===== config.mk =====
export PLATFORM = sky130hd
export DESIGN_NAME = mem_port_arbiter
export DESIGN_NICKNAME = d
export VERILOG_FILES = /design/src/rtl/mem_port_arbiter.sv
export SDC_FILE = /design/constraint.sdc
export NUM_CORES = 1
export LEC_CHECK = 0
export BUFFER_PORTS_ARGS = -buffer_cell sky130_fd_sc_hd__buf_4
export CAP_MARGIN = 20
export CORE_ASPECT_RATIO = 1.1
export CORE_MARGIN = 2
export CORE_UTILIZATION = 40
export CTS_BUF_LIST = sky130_fd_sc_hd__clkbuf_4
export CTS_CLUSTER_SIZE = 24
export DETAILED_ROUTE_END_ITERATION = 6
export PLACE_DENSITY = 0.8
export SYNTH_ARGS = -nofsm -noshare
export SYNTH_HDL_FRONTEND = slang
export SYNTH_SLANG_ARGS = --single-unit

===== constraint.sdc =====
create_clock -name clk -period 6.1 [get_ports clk]
set_input_delay 0.305 -clock clk [delete_from_list [all_inputs] [get_ports clk]]
set_output_delay 0.305 -clock clk [all_outputs]
set_load 0.005 [all_outputs]

===== src/rtl/mem_port_arbiter.sv =====
// mem_port_arbiter: shares one single-port memory between fetch and load/store.
// Optional response watchdog is built when ARB_TIMEOUT_EN is defined.
module mem_port_arbiter #(
  parameter int ADDR_W      = 32,
  parameter int DATA_W      = 32,
  parameter int MAX_STARVE  = 4,
  parameter int TIMEOUT_CYC = 16
) (
  input  logic              clk,
  input  logic              rst,
  input  logic              if_req,
  input  logic [ADDR_W-1:0] if_addr,
  output logic              if_gnt,
  output logic              if_rvalid,
  output logic [DATA_W-1:0] if_rdata,
  input  logic              ls_req,
  input  logic              ls_we,
  input  logic [ADDR_W-1:0] ls_addr,
  input  logic [DATA_W-1:0] ls_wdata,
  output logic              ls_gnt,
  output logic              ls_rvalid,
  output logic [DATA_W-1:0] ls_rdata,
  output logic              mem_req,
  output logic              mem_we,
  output logic [ADDR_W-1:0] mem_addr,
  output logic [DATA_W-1:0] mem_wdata,
  input  logic              mem_gnt,
  input  logic              mem_rvalid,
  input  logic [DATA_W-1:0] mem_rdata,
  output logic              err
);

  typedef enum logic [1:0] {
    IDLE,
    REQ,
    RESP
  } state_t;

  state_t            state;
  state_t            state_nx;
  logic              owner_ls;
  logic [ADDR_W-1:0] addr_q;
  logic              we_q;
  logic [DATA_W-1:0] wdata_q;
  logic [3:0]        starve_cnt;
  logic              if_win;
  logic              ls_win;
  logic              rsp_done;
  logic              rsp_to;
  logic [DATA_W-1:0] rsp_data;

  // Fetch only beats a pending LSU request once it has lost MAX_STARVE times.
  assign if_win = if_req && (!ls_req || starve_cnt == 4'(MAX_STARVE));
  assign ls_win = ls_req && !if_win;

  assign rsp_done = (state == RESP) && mem_rvalid;
  assign rsp_data = rsp_done ? mem_rdata : DATA_W'(32'hDEADBEEF);

`ifdef ARB_TIMEOUT_EN
  localparam int WD_W = $clog2(TIMEOUT_CYC + 1);

  logic [WD_W-1:0] wd_cnt;
  logic            err_q;

  assign rsp_to = (state == RESP) && !mem_rvalid &&
                  (wd_cnt == WD_W'(TIMEOUT_CYC - 1));
  assign err    = err_q;

  always_ff @(posedge clk or posedge rst) begin
    if (rst) begin
      wd_cnt <= '0;
      err_q  <= 1'b0;
    end else begin
      if (state == RESP && !mem_rvalid && !rsp_to)
        wd_cnt <= wd_cnt + 1'b1;
      else
        wd_cnt <= '0;
      if (rsp_to)
        err_q <= 1'b1;
    end
  end
`else
  assign rsp_to = 1'b0;
  assign err    = 1'b0;
`endif

  always_ff @(posedge clk or posedge rst) begin
    if (rst)
      state <= IDLE;
    else
      state <= state_nx;
  end

  always_comb begin
    state_nx = state;
    mem_req  = 1'b0;
    if_gnt   = 1'b0;
    ls_gnt   = 1'b0;
    unique case (state)
      IDLE: begin
        if (if_req || ls_req)
          state_nx = REQ;
      end
      REQ: begin
        mem_req = 1'b1;
        if (mem_gnt) begin
          if_gnt   = !owner_ls;
          ls_gnt   = owner_ls;
          state_nx = we_q ? IDLE : RESP;
        end
      end
      RESP: begin
        if (rsp_done || rsp_to)
          state_nx = IDLE;
      end
      default: state_nx = IDLE;
    endcase
  end

  assign mem_we    = we_q && (state == REQ);
  assign mem_addr  = addr_q;
  assign mem_wdata = wdata_q;

  always_ff @(posedge clk or posedge rst) begin
    if (rst) begin
      owner_ls   <= 1'b0;
      addr_q     <= '0;
      we_q       <= 1'b0;
      wdata_q    <= '0;
      starve_cnt <= '0;
    end else if (state == IDLE) begin
      if (if_win) begin
        owner_ls   <= 1'b0;
        addr_q     <= if_addr;
        we_q       <= 1'b0;
        wdata_q    <= '0;
        starve_cnt <= '0;
      end else if (ls_win) begin
        owner_ls <= 1'b1;
        addr_q   <= ls_addr;
        we_q     <= ls_we;
        wdata_q  <= ls_wdata;
        if (if_req && starve_cnt != 4'(MAX_STARVE))
          starve_cnt <= starve_cnt + 4'd1;
      end
      if (!if_req)
        starve_cnt <= '0;
    end
  end

  always_ff @(posedge clk or posedge rst) begin
    if (rst) begin
      if_rvalid <= 1'b0;
      ls_rvalid <= 1'b0;
      if_rdata  <= '0;
      ls_rdata  <= '0;
    end else begin
      if_rvalid <= 1'b0;
      ls_rvalid <= 1'b0;
      if (rsp_done || rsp_to) begin
        if (owner_ls) begin
          ls_rvalid <= 1'b1;
          ls_rdata  <= rsp_data;
        end else begin
          if_rvalid <= 1'b1;
          if_rdata  <= rsp_data;
        end
      end
    end
  end

endmodule


==> out/metrics.cfg, run 1 <==
[logic_synthesis]
avgSynthCellArea_um2=13.1
ys_ff_latch=138
yosysUniqueCellTypes=35
syn_nets=589
yosysSeqAreaShare_pct=58.2
yosysWarnings=0
synth_area_um2=5940
syn-instance-count=452

[placed_design]
dp_slack_ns=3.35
dp_hpwl_mm=11.2
gp_congestion=0.755
portBuffers=268

[power]
irDropWorstVdd_mv=0.219
p_per_area_nw_per_um2=435
p_leak_nw=4.35

[sta]
layout_setup_ws_ns=3.40
tightest_slew_ns=0.960
post-route-period-util_pct=44.2
period_minus_slack_ns=2.70
skew_ns=0.0235
maxSlewHeadroom_pct=36.0
maxSlewViolCount=0
max_freq_mhz=371
setup_tns_ns=0
rsz0062_at_grt=no
hold_violations=0
setup_viol=0

[route]
post_drt_wl_per_cell_um=17.6
first_pass_iters=4
routed_wl_mm=16.8
via_per_inst=5.23
drt-initial-drc-count=380
antenna_left=0
drc=0
vias=5003

[floorplanning]
die_area_um2=15800
rows=46
start_util_pct=41.1
die_h_um=132
core-area_um2=14400
die_x_um=120
io_pins=270

[setup_path]
critPathMaxFanout=102
cp-start-kind=register
cpMaxStageDelayCell=buf_4
critical_path.max_stage_delay_ns=0.63
crit_path_end_kind=register
path_cells=nor2_4, buf_4, nand2_2, buf_4, a221o_1
cp_data_required_time_ns=6.50
crit_top_cell=buf_4
crit_type=reg2reg
crit_arrival_ns=3.10

[global_routing]
grt_pass1_wl_mm=25.9
grt_overflow=0
track_usage_pct=20.6
grt_max_degree=103
grt_pass1_vias=5024
antenna_found_initial=1

[clocking]
postCtsSetupBuffers=0
root_buffer=clkbuf_4
cts_made_buffers=17
cts_resized=0
clkTransAtPathRegs_ns=0.13
cts_buffer_depth=2
clkLatencyLatePin_ns=0.52
cts_htree_levels=4
clock-sinks=138
cts_tree=yes
cts_hold_buf=40

[run_status]
status=finished clean

[finish]
n_fill_cell=1123
nets=887
layout-drive-gt1-share_pct=49.5
area_delta_synth_final_pct=48.3

[job]
maxCapViolCount=0

[worst_hold_path]
worstHoldPathType=in2reg

## cells in the final DEF (no fill, tap or decap), drive strengths merged, types with 2 or more instances in the layout
| cell | synthesis | routed |
|---|---|---|
| o21ai | 7 | 7 |
| clkbuf | 15 | 18 |
| clkinvlp | 0 | 3 |
| nand2b | 2 | 2 |
| dlygate4sd3 | 0 | 49 |
| inv | 6 | 11 |
| o2bb2ai | 34 | 34 |
| a221o | 32 | 32 |
| clkinv | 0 | 5 |
| nand4b | 2 | 2 |
| ha | 2 | 2 |
| buf | 31 | 276 |
| or2 | 2 | 2 |
| nand3 | 34 | 34 |
| nor2 | 2 | 2 |
| nand2 | 4 | 4 |
| and4 | 32 | 32 |
| and3 | 33 | 33 |
| mux2 | 64 | 64 |
| dfrtp | 138 | 138 |
## per-layer routing
metal	vias to the layer above	GRT usage, %	wire length (um)
met5	-	0	0
met1	2455	24.8	7000
li1	2319	-	-
met2	205	37.0	8610
met4	0	6.86	293
met3	24	3.81	916
## worst max-delay path: cells and delay by family, from the launching register on
kind                   cells  cell delay, ns
and+or+nand+nor            2            0.59
buffers and inverters      2            1.05
DFF                        1            0.48
AOI/OAI and AO/OA          1            0.41
## state kept, by name, indices dropped and copies added, names as in the netlist
register	flops
ls_rdata	32
if_rvalid	1
starve_cnt	4
we_q	1
owner_ls	1
ls_rvalid	1
mem_wdata	32
if_rdata	32
mem_addr	32
state	2
## synthesized netlist by cell type
cell | count | share of area (%)
a221o_1 | 32 | 5.4
a32o_1 | 1 | 0.17
and2_1 | 1 | 0.11
and3_1 | 33 | 3.5
and3b_1 | 1 | 0.15
and4_1 | 32 | 4.7
buf_2 | 23 | 1.9
buf_4 | 6 | 0.76
buf_6 | 2 | 0.38
clkbuf_1 | 15 | 0.95
conb_1 | 1 | 0.063
dfrtp_1 | 138 | 58
ha_1 | 2 | 0.42
inv_1 | 6 | 0.38
mux2_2 | 64 | 12
mux2i_1 | 1 | 0.17
nand2_1 | 3 | 0.19
nand2_2 | 1 | 0.11
nand2b_1 | 2 | 0.21
nand3_1 | 34 | 2.9
nand3b_1 | 1 | 0.13
nand4b_1 | 2 | 0.30
nor2_1 | 1 | 0.063
nor2_2 | 1 | 0.11
nor2b_1 | 1 | 0.11
nor3_1 | 1 | 0.084
nor3b_4 | 1 | 0.32
o21ai_0 | 6 | 0.51
o21ai_1 | 1 | 0.084
o22ai_1 | 1 | 0.11
o2bb2ai_1 | 34 | 5.0
o31ai_1 | 1 | 0.13
or2_1 | 1 | 0.11
or2_2 | 1 | 0.11
or4_1 | 1 | 0.13
## path summary, 6_finish.rpt
path                                    from             to  slack, ns  cells after the start
worst max-delay path                state[0]   mem_addr[15]       3.40                      5
worst min-delay path            ls_wdata[17]  mem_wdata[17]       0.05                      3
worst max register to register      state[0]   mem_addr[15]       3.40                      5
worst min register to register  mem_wdata[9]   mem_wdata[9]       0.51                      1
max in group asynchronous                rst   if_rdata[26]       4.34                      4
min in group asynchronous                rst   mem_wdata[2]       0.37                      3
## cells by family (layout without fill, tap and decap cells)
| logic type | count (synthesis) | count (layout) | share of synthesized area [%] |
|---|---|---|---|
| buf+inv | 52 | 363 | 4.40 |
| compound gates | 76 | 76 | 11.4 |
| flops | 138 | 138 | 58.2 |
| mux | 65 | 65 | 12.3 |
| other cells | 1 | 2 | 0.0632 |
| fa+ha+maj | 2 | 2 | 0.421 |
| simple gates | 118 | 118 | 13.3 |
## area by class of cell
class,count,area [um^2],share of cell area [%]
clock buffer,18,135,1.53
tap,192,240,2.73
inverter,6,27.5,0.313
clock inverter,14,138,1.56
antenna,1,2.50,0.0284
sequential,138,3450,39.2
multi-input combinational,262,2240,25.4
timing repair buffer,325,2570,29.2
## power by group
group,internal [mW],switching [mW]
clock,0.215,0.357
sequential,1.33,0.283
combinational,0.991,0.656
## through the flow
| stage | area (um^2) | std cells | hold WS, ns | utilization (%) | power, mW |
|---|---|---|---|---|---|
| after floorplan | 5940 | 452 | 0.412 | - | 2.37 |
| after global placement | 8030 | 873 | 0.390 | 55.6 | 3.17 |
| after detailed placement | 8030 | 873 | 0.405 | 55.6 | 3.25 |
| after CTS | 8700 | 945 | 0.000258 | 60.2 | 3.84 |
| after global routing | 8810 | 956 | 0.000947 | 61.0 | 4.08 |
| final | 8810 | 956 | 0.0463 | 61.0 | 3.83 |
Power figures use the tool's default switching activity.
==> run 2: changes to the inputs <==
- clock period: 6.1 -> 2.85 ns (I/O delays scaled with it)
==> run 2 against run 1 <==
  * Design area grew 11%
  * Sequential power grew 120%
  * Power is 140% higher
  * Combinational power increased by 150%
  * Cell count up 9.1%
  * Sequential cell count unchanged
  * Routed wire length rose by 15%
  * Worst hold slack better by 0.10 ns
  * Critical endpoint is now mem_addr[24]
==> out/metrics.cfg, run 2 (synthesized netlist as in run 1, its figures left out) <==
[route]
antenna_left=0
via_per_inst=5.31
drt-initial-drc-count=411
post_drt_wl_per_cell_um=18.6
first_pass_iters=5
vias=5542
routed_wl_mm=19.4
drc=0

[worst_hold_path]
worstHoldPathType=in2reg

[setup_path]
cp-start-kind=register
critical_path.max_stage_delay_ns=0.56
cpMaxStageDelayCell=dlygate4sd3_1
crit_arrival_ns=2.89
path_cells=inv_1, ha_1, nand4b_1, buf_4, o21ai_4, buf_12, a221o_1, dlygate4sd3_1
crit_path_end_kind=register
cp_data_required_time_ns=3.24
critPathMaxFanout=40
crit_type=reg2reg

[sta]
setup_viol=0
max_freq_mhz=399
rsz0062_at_grt=no
maxSlewHeadroom_pct=40.8
period_minus_slack_ns=2.50
post-route-period-util_pct=87.8
skew_ns=0.0145
setup_tns_ns=0
tightest_slew_ns=0.885
maxSlewViolCount=0
hold_violations=0

[global_routing]
track_usage_pct=24.4
grt_overflow=0
antenna_found_initial=1
grt_pass1_wl_mm=30.6
grt_max_degree=102
grt_pass1_vias=5893

[finish]
multi_input_area_um2=2240
mostFrequentLayoutCell=buf_4
layout-drive-gt1-share_pct=44.8
regArea_um2=3450
final_area_um2=9760
area_delta_synth_final_pct=64.4
nets=974
final_cell_mix=buf_4, dfrtp_1, dlygate4sd3_1, mux2_2
n_fill_cell=988

[clocking]
cts_made_buffers=17
clkLatencyLatePin_ns=0.51
cts_buffer_depth=2
postCtsSetupBuffers=0
cts_htree_levels=4
cts_tree=yes
cts_hold_buf=134
cts_resized=0
root_buffer=clkbuf_4
clkTransAtPathRegs_ns=0.12
clock-sinks=138

[floorplanning]
rows=46
io_pins=270
start_util_pct=41.1
core-area_um2=14400
die_x_um=120
die_area_um2=15800
die_h_um=132

[run_status]
status=finished clean

[power]
p_per_area_nw_per_um2=928
p_leak_nw=4.78
irDropWorstVdd_mv=0.469

[placed_design]
dp_hpwl_mm=11.6
post_dp_cell_area_um2=8050
portBuffers=268
gp_congestion=0.758

[job]
maxCapViolCount=0

run 2: cell count changes in the layout (fill, tap and decap cells not counted), moves of 2 or more:
cell,before,now
bufinv_16,1,4
clkinv_4,4,1
buf_12,0,2
dlygate4sd3_1,49,134
run 2: path summary, 6_finish.rpt:
check | start | to | slack (ns) | cells past startpoint
max reg2reg | starve_cnt[0] | mem_addr[24] | 0.35 | 8
min reg2reg | mem_wdata[22] | mem_wdata[22] | 0.51 | 1
max in group asynchronous | rst | owner_ls | 1.65 | 4
min in group asynchronous | rst | mem_wdata[5] | 0.31 | 3
min | ls_req | owner_ls | 0.15 | 2
max | starve_cnt[0] | mem_addr[24] | 0.35 | 8
run 2: per-layer routing:
metal  GRT usage, %  up-vias  part of all wire [%]  wire length [um]
met4           11.4        0                   3.3               632
met3           5.75       57                   6.7              1300
met2           43.2      286                    53             10200
li1               -     2496                     -                 -
met1           27.5     2703                    37              7240
met5              0        -                     0                 0
run 2: final cells by class:
| type | count | area share (%) |
|---|---|---|
| repair buffers | 412 | 35.4 |
| well taps | 192 | 2.46 |
| clock inverters | 14 | 2.15 |
| multi-input cells | 262 | 22.9 |
| diodes | 1 | 0.0256 |
| clock buffers | 18 | 1.38 |
| inverters | 6 | 0.269 |
| flip-flops and latches | 138 | 35.4 |
run 2: per-stage QoR:
| step | setup slack [ns] | power, mW | hold WS (ns) | util, % | std cells |
|---|---|---|---|---|---|
| final | 0.347 | 9.05 | 0.149 | 67.6 | 1043 |
| after global routing | 0.234 | 9.60 | 0.105 | 67.6 | 1043 |
| after CTS | 0.300 | 9.01 | 0.0773 | 67.4 | 1041 |
| after detailed placement | 0.777 | 6.99 | 0.320 | 55.7 | 875 |
| after global placement | 0.905 | 6.81 | 0.294 | 55.7 | 875 |
| after floorplan | 0.986 | 5.07 | 0.250 | - | 452 |
run 2: where the power goes:
group	internal (mW)	total (mW)	switching, mW
logic	2.52	4.06	1.54
registers	2.85	3.48	0.636
clock network	0.734	1.51	0.778
total	6.10	9.05	2.95
run 2: worst max-delay path: cells and delay by family (launching register included):
family                   cells  cell delay, ns
buffers and inverters        4            1.13
AO/OA/AOI/OAI                2            0.49
flip-flops                   1            0.43
adder cells (fa/ha/maj)      1            0.22
AND/OR/NAND/NOR              1            0.10
==> run 3: changes to the inputs <==
- ABC_AREA: unset -> 1
- PLACE_DENSITY: 0.8 -> 0.79
==> run 3 against run 2 <==
  * Cell count up 25%
  * Power down 4.6%
  * Register-to-register slack better by 0.18 ns
  * Synthesized cell count up 57%
  * Via count up 12%
  * Critical endpoint is now mem_addr[12]
==> out/metrics.cfg, run 3 <==
[sta]
setup_tns_ns=0
tightest_slew_ns=0.784
rsz0062_at_grt=no
maxSlewViolCount=0
period_minus_slack_ns=2.33
skew_ns=0.0224
post-route-period-util_pct=81.7
max_freq_mhz=430
setup_viol=0
hold_violations=0
maxSlewHeadroom_pct=47.7

[route]
via_per_inst=4.77
first_pass_iters=5
vias=6229
antenna_left=0
post_drt_wl_per_cell_um=14.6
drc=0
routed_wl_mm=19.1
drt-initial-drc-count=359

[floorplanning]
die_x_um=122
io_pins=270
die_h_um=134
core-area_um2=15100
start_util_pct=41.0
die_area_um2=16500
rows=47

[power]
switchingPower_mw=3.11
p_seq_share_pct=39.6
p_per_area_nw_per_um2=873
p_int_mw=5.53
combPwrFrac_pct=45.2
swShare_pct=36.0
irDropWorstVdd_mv=0.392
p_leak_nw=5.40
p_clk_share_pct=15.1
total_power_mw=8.64

[logic_synthesis]
synth_common_cells=nand2_1, dfrtp_1, inv_1
synth_mux_area_share_pct=0
synthTopCellsByArea=dfrtp_1, nand2_1, nand3_1, inv_1, o21ai_2
synth.most_common_cell=nand2_1
ys_ff_latch=138
yosysUniqueCellTypes=22
synth_top_family_by_area=simple AND/OR/NAND/NOR gates
yosysTopAreaCell=dfrtp_1
synthAdderAreaFrac_pct=0.405
syn_nets=846
synthArstFlopShare_pct=100
synth-xor-area-share_pct=0.284
synth_compound_area_share_pct=8.65
avgSynthCellArea_um2=8.71
synthSimpleGateAreaFrac_pct=23.1
syn-instance-count=709
yosysSeqAreaShare_pct=55.9
yosysWarnings=0
synth_ff_type=dfrtp_1
synth-edff-count=0
synth_area_um2=6180
synth_top_area_share_pct=55.9

[clocking]
cts_tree=yes
cts_buffer_depth=2
cts_resized=0
clock-sinks=138
clkTransAtPathRegs_ns=0.11
cts_htree_levels=4
clkLatencyLatePin_ns=0.56
cts_made_buffers=17
root_buffer=clkbuf_4
postCtsSetupBuffers=0

[global_routing]
grt_pass1_wl_mm=30.3
grt_overflow=0
grt_pass1_vias=6281
grt_max_degree=66
antenna_found_initial=1
track_usage_pct=23.6

[finish]
n_fill_cell=1138
multi_input_area_um2=2020
final_cell_mix=buf_4, nand2_1, dfrtp_1, dlygate4sd3_1, inv_1
regArea_um2=3450
layout-drive-gt1-share_pct=32.2
nets=1234
area_delta_synth_final_pct=60.2
mostFrequentLayoutCell=buf_4

[setup_path]
critPathMaxFanout=35
crit_path_end_kind=register
cp_data_required_time_ns=3.34
crit_arrival_ns=2.82
cp-start-kind=register
crit_type=reg2reg

[worst_hold_path]
worstHoldPathType=in2reg

[job]
maxCapViolCount=0

[placed_design]
gp_congestion=0.772
dp_hpwl_mm=11.5
portBuffers=268

[run_status]
status=finished clean

[run 3: cell count changes after synthesis, sizes merged, moves of 8 or more]
cell	before	now
nand2	4	232
inv	6	108
nand3	34	102
mux2	64	0
o21ai	7	70
o2bb2ai	34	0
and3	33	0
a221o	32	0
and4	32	0
clkbuf	15	4
buf	31	39
[run 3: final timing paths]
path	from	to	slack, ns	depth (start not counted)
max reg2reg	state[0]	mem_addr[12]	0.52	7
min reg2reg	mem_wdata[1]	mem_wdata[1]	0.49	2
min in group asynchronous	rst	mem_wdata[9]	0.59	4
max	state[0]	mem_addr[12]	0.52	7
max in group asynchronous	rst	mem_addr[30]	1.52	6
min	if_req	starve_cnt[2]	0.09	3
[run 3: cell families (layout without fill, tap and decap cells)]
| kind of cell | Yosys count | after routing |
|---|---|---|
| DFF | 138 | 138 |
| other | 1 | 3 |
| and+or+nand+nor | 342 | 342 |
| xor gates and xnor gates | 2 | 2 |
| buffers and inverters | 151 | 551 |
| adders and majority gates | 2 | 2 |
| AOI/OAI and AO/OA | 73 | 73 |
[run 3: cell type report]
cell class	count	area share, %
inverter	108	4.13
antenna	2	0.0506
timing repair buffer	412	35.1
clock buffer	17	1.29
clock inverter	14	1.57
tap	196	2.48
sequential	138	34.9
multi-input combinational	420	20.5
[run 3: power groups by stage]
stage | logic [mW] | clock network (mW) | registers (mW)
floorplan | 1.64 | 0 | 3.44
global placement | 3.44 | 0 | 3.40
detailed placement | 3.55 | 0 | 3.42
CTS | 3.85 | 1.35 | 3.40
global route | 4.31 | 1.44 | 3.52
finish | 3.91 | 1.31 | 3.42
[run 3: routing by layer]
layer / part of all wire (%) / track usage, %
met5: 0 / 0
met4: 2.1 / 9.45
met3: 9.8 / 7.40
met2: 51 / 41.2
met1: 37 / 26.6
[run 3: repair_timing]
item                       CTS  global route
setup endpoints to repair    0             0
hold endpoints to repair   172             2
hold buffers               133             1
[run 3: critical path: stages, from the launching register on]
cell           delay (ns)
dfrtp_1              0.46
nor2_4               0.23
o21ai_4              0.09
inv_2                0.46
buf_12               0.27
nand3_1              0.10
dlygate4sd3_1        0.56
nand2_1              0.06
[run 3: through the flow]
stage	hold slack [ns]	cell area [um^2]	utilization [%]	cells	setup slack [ns]
floorplan	0.233	6180	-	709	0.986
detailed placement	0.336	8250	54.8	1139	1.10
finish	0.0888	9900	65.7	1307	0.522
global placement	0.344	8250	54.8	1139	1.19
global route	0.0636	9900	65.7	1306	0.374
CTS	0.0234	9860	65.5	1303	0.540
